## src/rtl/scan_ctrl.sv

```systemverilog
// scan_ctrl: drives one load / capture / unload test on an external scan chain.
//
// Ports
//   CK      clock, rising edge
//   RN      asynchronous active-low reset
//   START   request a test (only looked at in IDLE)
//   PAT_IN  pattern to load, bit i lands in chain flop i
//   SO      scan-out from chain flop CHAIN_LEN-1
//   SI      scan-in to chain flop 0
//   SE      scan enable (1 = shift, 0 = functional capture)
//   BUSY    high whenever not IDLE
//   DONE    one-cycle pulse, RESP valid
//   RESP    captured response, bit i = value captured in chain flop i
//
// Optional feature (macro SCAN_CTRL_COMPARE_EN): adds EXP input and FAIL
// output; FAIL = (RESP != EXP) from FINISH until the next test starts.
//
// Every output is a flop loaded from the next-state decode, so the chain
// sees SE/SI stable for the whole cycle before the edge it acts on.
module scan_ctrl #(
  parameter int CHAIN_LEN = 16
) (
  input  logic                 CK,
  input  logic                 RN,
  input  logic                 START,
  input  logic [CHAIN_LEN-1:0] PAT_IN,
  input  logic                 SO,
`ifdef SCAN_CTRL_COMPARE_EN
  input  logic [CHAIN_LEN-1:0] EXP,
  output logic                 FAIL,
`endif
  output logic                 SI,
  output logic                 SE,
  output logic                 BUSY,
  output logic                 DONE,
  output logic [CHAIN_LEN-1:0] RESP
);

  localparam int CW = $clog2(CHAIN_LEN);
  localparam logic [CW-1:0] LAST = CW'(CHAIN_LEN - 1);

  typedef enum logic [2:0] {IDLE, SHIFT_IN, CAPTURE, SHIFT_OUT, FINISH} state_t;

  state_t               state, state_n;
  logic [CW-1:0]        cnt, cnt_n;
  logic [CHAIN_LEN-1:0] pat, pat_n;
  logic [CHAIN_LEN-1:0] resp_n;
  logic                 si_n, se_n, busy_n, done_n;
  // Low for the first edge after reset release so START cannot be taken there.
  logic                 armed;
`ifdef SCAN_CTRL_COMPARE_EN
  logic [CHAIN_LEN-1:0] exp_q, exp_n;
  logic                 fail_n;
`endif

  always_ff @(posedge CK or negedge RN) begin
    if (!RN) state <= IDLE;
    else     state <= state_n;
  end

  always_ff @(posedge CK or negedge RN) begin
    if (!RN) begin
      cnt   <= '0;
      pat   <= '0;
      RESP  <= '0;
      SI    <= 1'b0;
      SE    <= 1'b0;
      BUSY  <= 1'b0;
      DONE  <= 1'b0;
      armed <= 1'b0;
`ifdef SCAN_CTRL_COMPARE_EN
      exp_q <= '0;
      FAIL  <= 1'b0;
`endif
    end else begin
      cnt   <= cnt_n;
      pat   <= pat_n;
      RESP  <= resp_n;
      SI    <= si_n;
      SE    <= se_n;
      BUSY  <= busy_n;
      DONE  <= done_n;
      armed <= 1'b1;
`ifdef SCAN_CTRL_COMPARE_EN
      exp_q <= exp_n;
      FAIL  <= fail_n;
`endif
    end
  end

  always_comb begin
    state_n = state;
    cnt_n   = cnt;
    pat_n   = pat;
    resp_n  = RESP;
    si_n    = 1'b0;
    se_n    = 1'b0;
    busy_n  = 1'b1;
    done_n  = 1'b0;
`ifdef SCAN_CTRL_COMPARE_EN
    exp_n   = exp_q;
    fail_n  = FAIL;
`endif
    case (state)
      IDLE: begin
        busy_n = 1'b0;
        if (START && armed) begin
          state_n = SHIFT_IN;
          cnt_n   = '0;
          pat_n   = PAT_IN;
          si_n    = PAT_IN[CHAIN_LEN-1];  // MSB goes out first
          se_n    = 1'b1;
          busy_n  = 1'b1;
`ifdef SCAN_CTRL_COMPARE_EN
          exp_n   = EXP;
          fail_n  = 1'b0;
`endif
        end
      end
      SHIFT_IN: begin
        // pat is kept left-aligned so the next bit to present is always at CHAIN_LEN-2
        pat_n = pat << 1;
        if (cnt == LAST) begin
          state_n = CAPTURE;
          cnt_n   = '0;
        end else begin
          cnt_n = cnt + 1'b1;
          se_n  = 1'b1;
          si_n  = pat[CHAIN_LEN-2];
        end
      end
      CAPTURE: begin
        state_n = SHIFT_OUT;
        se_n    = 1'b1;
      end
      SHIFT_OUT: begin
        // first sample is flop CHAIN_LEN-1; after CHAIN_LEN shifts it sits in the MSB
        resp_n = {RESP[CHAIN_LEN-2:0], SO};
        if (cnt == LAST) begin
          state_n = FINISH;
          cnt_n   = '0;
          done_n  = 1'b1;
`ifdef SCAN_CTRL_COMPARE_EN
          fail_n  = (resp_n != exp_q);
`endif
        end else begin
          cnt_n = cnt + 1'b1;
          se_n  = 1'b1;
        end
      end
      FINISH: begin
        state_n = IDLE;
        busy_n  = 1'b0;
      end
      default: begin
        state_n = IDLE;
        busy_n  = 1'b0;
      end
    endcase
  end

endmodule

```

## config.mk

```make
export PLATFORM = sky130hd
export DESIGN_NAME = scan_ctrl
export DESIGN_NICKNAME = d
export VERILOG_FILES = /design/src/rtl/scan_ctrl.sv
export SDC_FILE = /design/constraint.sdc
export NUM_CORES = 1
export LEC_CHECK = 0
export BUFFER_PORTS_ARGS = -buffer_cell sky130_fd_sc_hd__buf_2
export CAP_MARGIN = 0
export CORE_ASPECT_RATIO = 0.7
export CORE_UTILIZATION = 57
export CTS_CLUSTER_DIAMETER = 100
export DETAILED_ROUTE_END_ITERATION = 10
export HOLD_SLACK_MARGIN = 0.12
export PLACE_DENSITY_LB_ADDON = 0.1
export SKIP_LAST_GASP = 1
export SLEW_MARGIN = 20
export SYNTH_ARGS = -nofsm -noshare
export SYNTH_HDL_FRONTEND = slang
export SYNTH_SLANG_ARGS = --single-unit
```

## constraint.sdc

```tcl
create_clock -name CK -period 2.7 [get_ports CK]
set_input_delay 0.54 -clock CK [delete_from_list [all_inputs] [get_ports CK]]
set_output_delay 0.54 -clock CK [all_outputs]
set_load 0.05 [all_outputs]
```

Word level (Yosys, flattened, before mapping):

Cells that the tools add are included.

* word-level logic and storage cells: 44
* register bits after elaboration: 43
* input port bits: 20
* output and inout bits: 20

* equal/unequal tests: 7
* multiplexer cells: 18
* add/sub/neg operators: 1
* reductions and logical operators: 9

Operators by type and width (count)
* $pmux W15 S2: 1
* $mux W15: 1
* $pmux W3 S4: 1
* $mux W3: 3
* $mux W4: 2
* $pmux W4 S2: 1
* $eq A3 B2 Y1 const B: 2
* $mux W1: 6
* $ne A2 B2 Y1 const B: 3
* $add A4 B1 Y4 const B: 1
* $eq A4 B4 Y1 const B: 1
* $pmux W1 S2: 2
* $reduce_and A2 Y1: 2
* $reduce_bool A2 Y1: 2
* $eq A3 B1 Y1 const B: 1
* $logic_not A3 Y1: 1
* $pmux W1 S3: 1
* $reduce_and A3 Y1: 1
* $reduce_or A3 Y1: 1
* $reduce_or A2 Y1: 1
* $logic_and A1 B1 Y1: 1

Longest topological paths before layout:

* word-level depth: 4
* depth in mapped cells: 5
* mapped depth without buffers: 4

Least setup slack after synthesis:

No wires, ideal clock.

* path type: reg2reg
* start point: register state[2]
* end point: register RESP[10]
* stages on the path, launching flop included: 5
* library setup time: 0.125 ns
* clock period less this slack: 1.421 ns
* path slack: 1.279 ns
* data required time: 2.575 ns
* buffers on the path: 1
* arrival: 1.296 ns
* path through: dfrtp_1 > and2b_1 > nand2_2 > buf_4 > mux2_2

* word-level cells in the longest chain between the ends: 1

Ends and longest elaborated chain
* start: declaration: RTL line 44 `state_t state, state_n;`
* start signal: assignment: RTL line 58 `else state <= state_n;`
* $eq A3 B2 Y1: RTL line 104 `case (state)`
* end signal: assignment: RTL line 78 `RESP <= resp_n;`
* end: declaration: RTL line 36 `output logic [CHAIN_LEN-1:0] RESP`

Every way passes these cells.
A chain may end at the register's enable or synchronous reset.

Final worst setup path:

* start point: register state[1]
* end point: register pat[13]

* word-level cells in the longest chain between the ends: 3
* elaborated cells on any way between the ends: 6
* classes of those cells: eq/ne (2); mux (1); reduce/logical (3)

Ends and longest elaborated chain
* $eq A3 B1 Y1 / $logic_not A3 Y1 (equally long branches): RTL line 104
* $reduce_bool A2 Y1 (no line) / $ne A2 B2 Y1 (equally long branches)
* $reduce_and A2 Y1 (no line)
* end signal: assignment: RTL line 77 `pat <= pat_n;`
* end: declaration: RTL line 46 `logic [CHAIN_LEN-1:0] pat, pat_n;`

Parallel ways exist; a longest one is shown, timed or not.

==> flow_summary.yaml <==
outcome:
  status: "finished, final reports clean"
detailed_routing:
  wirelength_um: 3530
  routed-via-count: 1339
  drtIter0Drc: 138
  drt_pass1_iterations: 6
  drtAntennaViolNets: 0
  vias_per_cell: 5.80
  drc: 0
  wl_per_cell_um: 15.3
pwr:
  seq_power_share_pct: 37.3
  powerDensity_nw_per_um2: 1240
  p_int_uw: 1620
  comb_power_share_pct: 44.2
  leakage_uw: 0.00107
  design_power_total_uw: 2770
  p_switching_uw: 1150
  clockPowerShare_pct: 18.5
  ir_drop_v: 0.000984
  netSwitchingFraction_pct: 41.6
global_routing:
  grt-ovfl-total: 0
  grt_pass1_wl_um: 5890
  grt_usage_pct: 22.5
  grt_pass1_vias: 1261
  antenna_found_initial: 0
  grt_max_degree: 44
floorplanning:
  die-height_um: 50.2
  die_w_um: 70.8
  die-area_um2: 3550
  coreArea_um2: 3150
  io_pins: 40
  std_cell_rows: 17
  initial_core_util_pct: 60.0
setup_path:
  path_max_fanout: 15
  cp-endpoint: "pat[13]"
  cp_slowest_cell: "dfrtp_1"
  critPathLaunch: "state[1]"
  cp.depth: 3
  critPathTopFamily: "simple AND/OR/NAND/NOR gates"
  worst_setup_path_end_kind: "register"
  reg2reg_from: "state[1]"
  arrival_ps: 1860
  cp_num_buf_inv: 0
  slowest_delay_ps: 470
  crit_chain: "nor2_1, nand3_2, a221o_1"
  worstSetupStartpointType: "register"
  rr_worst_depth: 3
  rr_endpoint: "pat[13]"
  required_ps: 2880
  reg2reg_slack_ps: 1020
  path_class: "reg -> reg"
clock_tree:
  numCtsBuffers: 5
  cts-resized-gates: 0
  hold_buffers: 0
  cts.sinks: 43
  cts_root_buf: "clkbuf_8"
  postCtsSetupBuffers: 0
  cts_buffer_depth: 2
  clk_pin_slew_ps: 80
  tritoncts: "done"
  h-tree-depth: 2
  clock_latency_ps: 300
sta:
  final-hold-violation-count: 0
  rsz0062_at_grt: "no"
  relSlewSlack_pct: 40.4
  worst_pin_slew_ps: 894
  finalSetupViolCount: 0
  min_period_over_period_pct: 62.3
  tns_ps: 0
  skew_ps: 4.49
  finalCriticalPeriod_ps: 1680
  drv_slew: 0
  max_clock_freq_ghz: 0.594
yosys:
  ys_warn_count: 0
  yosysUniqueCellTypes: 31
  netlist_instances: 151
  synth_nets: 172
  synthAdderAreaFrac_pct: 0.662
  synth_top_area_cell: "dfrtp_1"
  synth_area_leaders: "dfrtp_1, mux2_2, a221o_1"
  yosysSeqAreaShare_pct: 57.0
  synth_compound_area_share_pct: 11.9
  netlist_area_um2: 1890
  synth_top_area_share_pct: 57.0
  synth.area.mux_share_pct: 9.54
  synth_xor_area_share_pct: 0.464
  synth_seq_cells: 43
  yosys.area_share.simple_pct: 17.6
  avgSynthCellArea_um2: 12.5
  synth_top_family_by_area: "simple AND/OR/NAND/NOR gates"
finish:
  drive_gt1_share_pct: 36.8
  diodes: 0
  finalNetCount: 213
  areaGrowthSynthToFinish_pct: 18.1
  nFillCells: 243
  utilization_pct: 70.9
placed_design:
  io_buffer_count: 39
  place.gp.congestion: 0.813
  dp_hpwl_um: 2440
min_path:
  worstHoldPathType: "in -> async"
job:
  drv_cap: 0
[per-stage QoR]
stage               area, um^2  setup slack, ps  hold slack [ps]  instances
finish                    2230             1020              367        231
detailed placement        2110             1070              498        223
global placement          2110             1100              482        223
global route              2230              922              453        231
CTS                       2230             1040              399        231
floorplan                 1890             1280              244        151
[registers in the layout (all words and copies together) (netlist names)]
register / count
BUSY: 1
DONE: 1
RESP: 16
SE: 1
SI: 1
armed: 1
cnt: 4
pat: 15
state: 3
[area by class of cell]
cell class              count  area (um^2)  area share (%)
multi-input cells          98          762            34.1
repair buffers             43          225            10.1
flip-flops and latches     43         1080            48.2
clock buffers               6         82.6            3.70
well taps                  38         47.5            2.13
clock inverters             2         35.0            1.57
inverters                   1         3.75           0.168
[cells in the final DEF (no fill, tap or decap), drive strengths merged]
master	instances
buf	43
o211ai	1
nand4bb	1
a21o	2
a21oi	3
clkbuf	6
inv	1
nand2	4
nor3	1
nand2b	1
nor2b	17
ha	1
mux2	16
nand3	3
o31ai	1
a31o	1
or3	1
a32o	1
xor2	1
nor2	6
clkinv	1
a221o	14
nor3b	15
nand4	2
conb	1
bufinv	1
o21ai	4
and2b	1
dfrtp	43
[worst min path at each step]
stage | from | endpoint | slack (ps) | cells after the start
2_1_floorplan | RN | BUSY | 240 | 0
6_report | RN | RESP[14] | 370 | 1
3_3_place_gp | pat[4] | pat[5] | 480 | 1
4_1_cts | RN | RESP[10] | 400 | 1
5_1_grt | RN | pat[11] | 450 | 1
3_5_place_dp | pat[11] | pat[12] | 500 | 1
[power by group through the flow]
stage | clock network, uW | logic (uW) | registers (uW)
after detailed placement | 0 | 1230 | 1040
final | 514 | 1220 | 1030
after global placement | 0 | 1190 | 1020
after CTS | 518 | 1230 | 1030
after global routing | 549 | 1310 | 1070
after floorplan | 0 | 600 | 1390
[synthesized netlist by cell type]
library cell and number:
or3_1 1, nand2b_1 1, nor3b_2 1, inv_1 1, o211ai_1 1, nor2b_1 17, and2b_1 1, nand2_2 1
buf_4 2, a31o_2 1, ha_1 1, nand2_1 3, o31ai_1 1, nor3b_1 14, buf_2 5, nand4bb_1 1
o21ai_0 4, a221o_1 14, a21oi_1 3, nand3_1 2, nor3_1 1, nand4_1 2, clkbuf_1 2, xor2_1 1
conb_1 1, dfrtp_1 43, a32o_1 1, nor2_1 6, mux2_2 16, a21o_1 2, nand3_2 1
[metal layers]
| metal | global-route usage (%) | routed length, um | vias to the layer above | part of all wire (%) |
|---|---|---|---|---|
| met5 | 0 | 0 | - | 0 |
| met4 | 10.0 | 79 | 0 | 2.2 |
| met3 | 8.63 | 174 | 9 | 4.9 |
| met2 | 31.6 | 1640 | 44 | 46 |
| met1 | 31.2 | 1640 | 656 | 46 |
| li1 | - | - | 630 | - |
[cells by family (layout without fill, tap and decap cells)]
group           after synthesis  in the layout
compound gates               27             27
other cells                   1              1
fa+ha+maj                     1              1
simple gates                 52             52
flops                        43             43
buf+inv                      10             52
mux                          16             16
xor+xnor                      1              1
(Power assumes the default switching activity.)
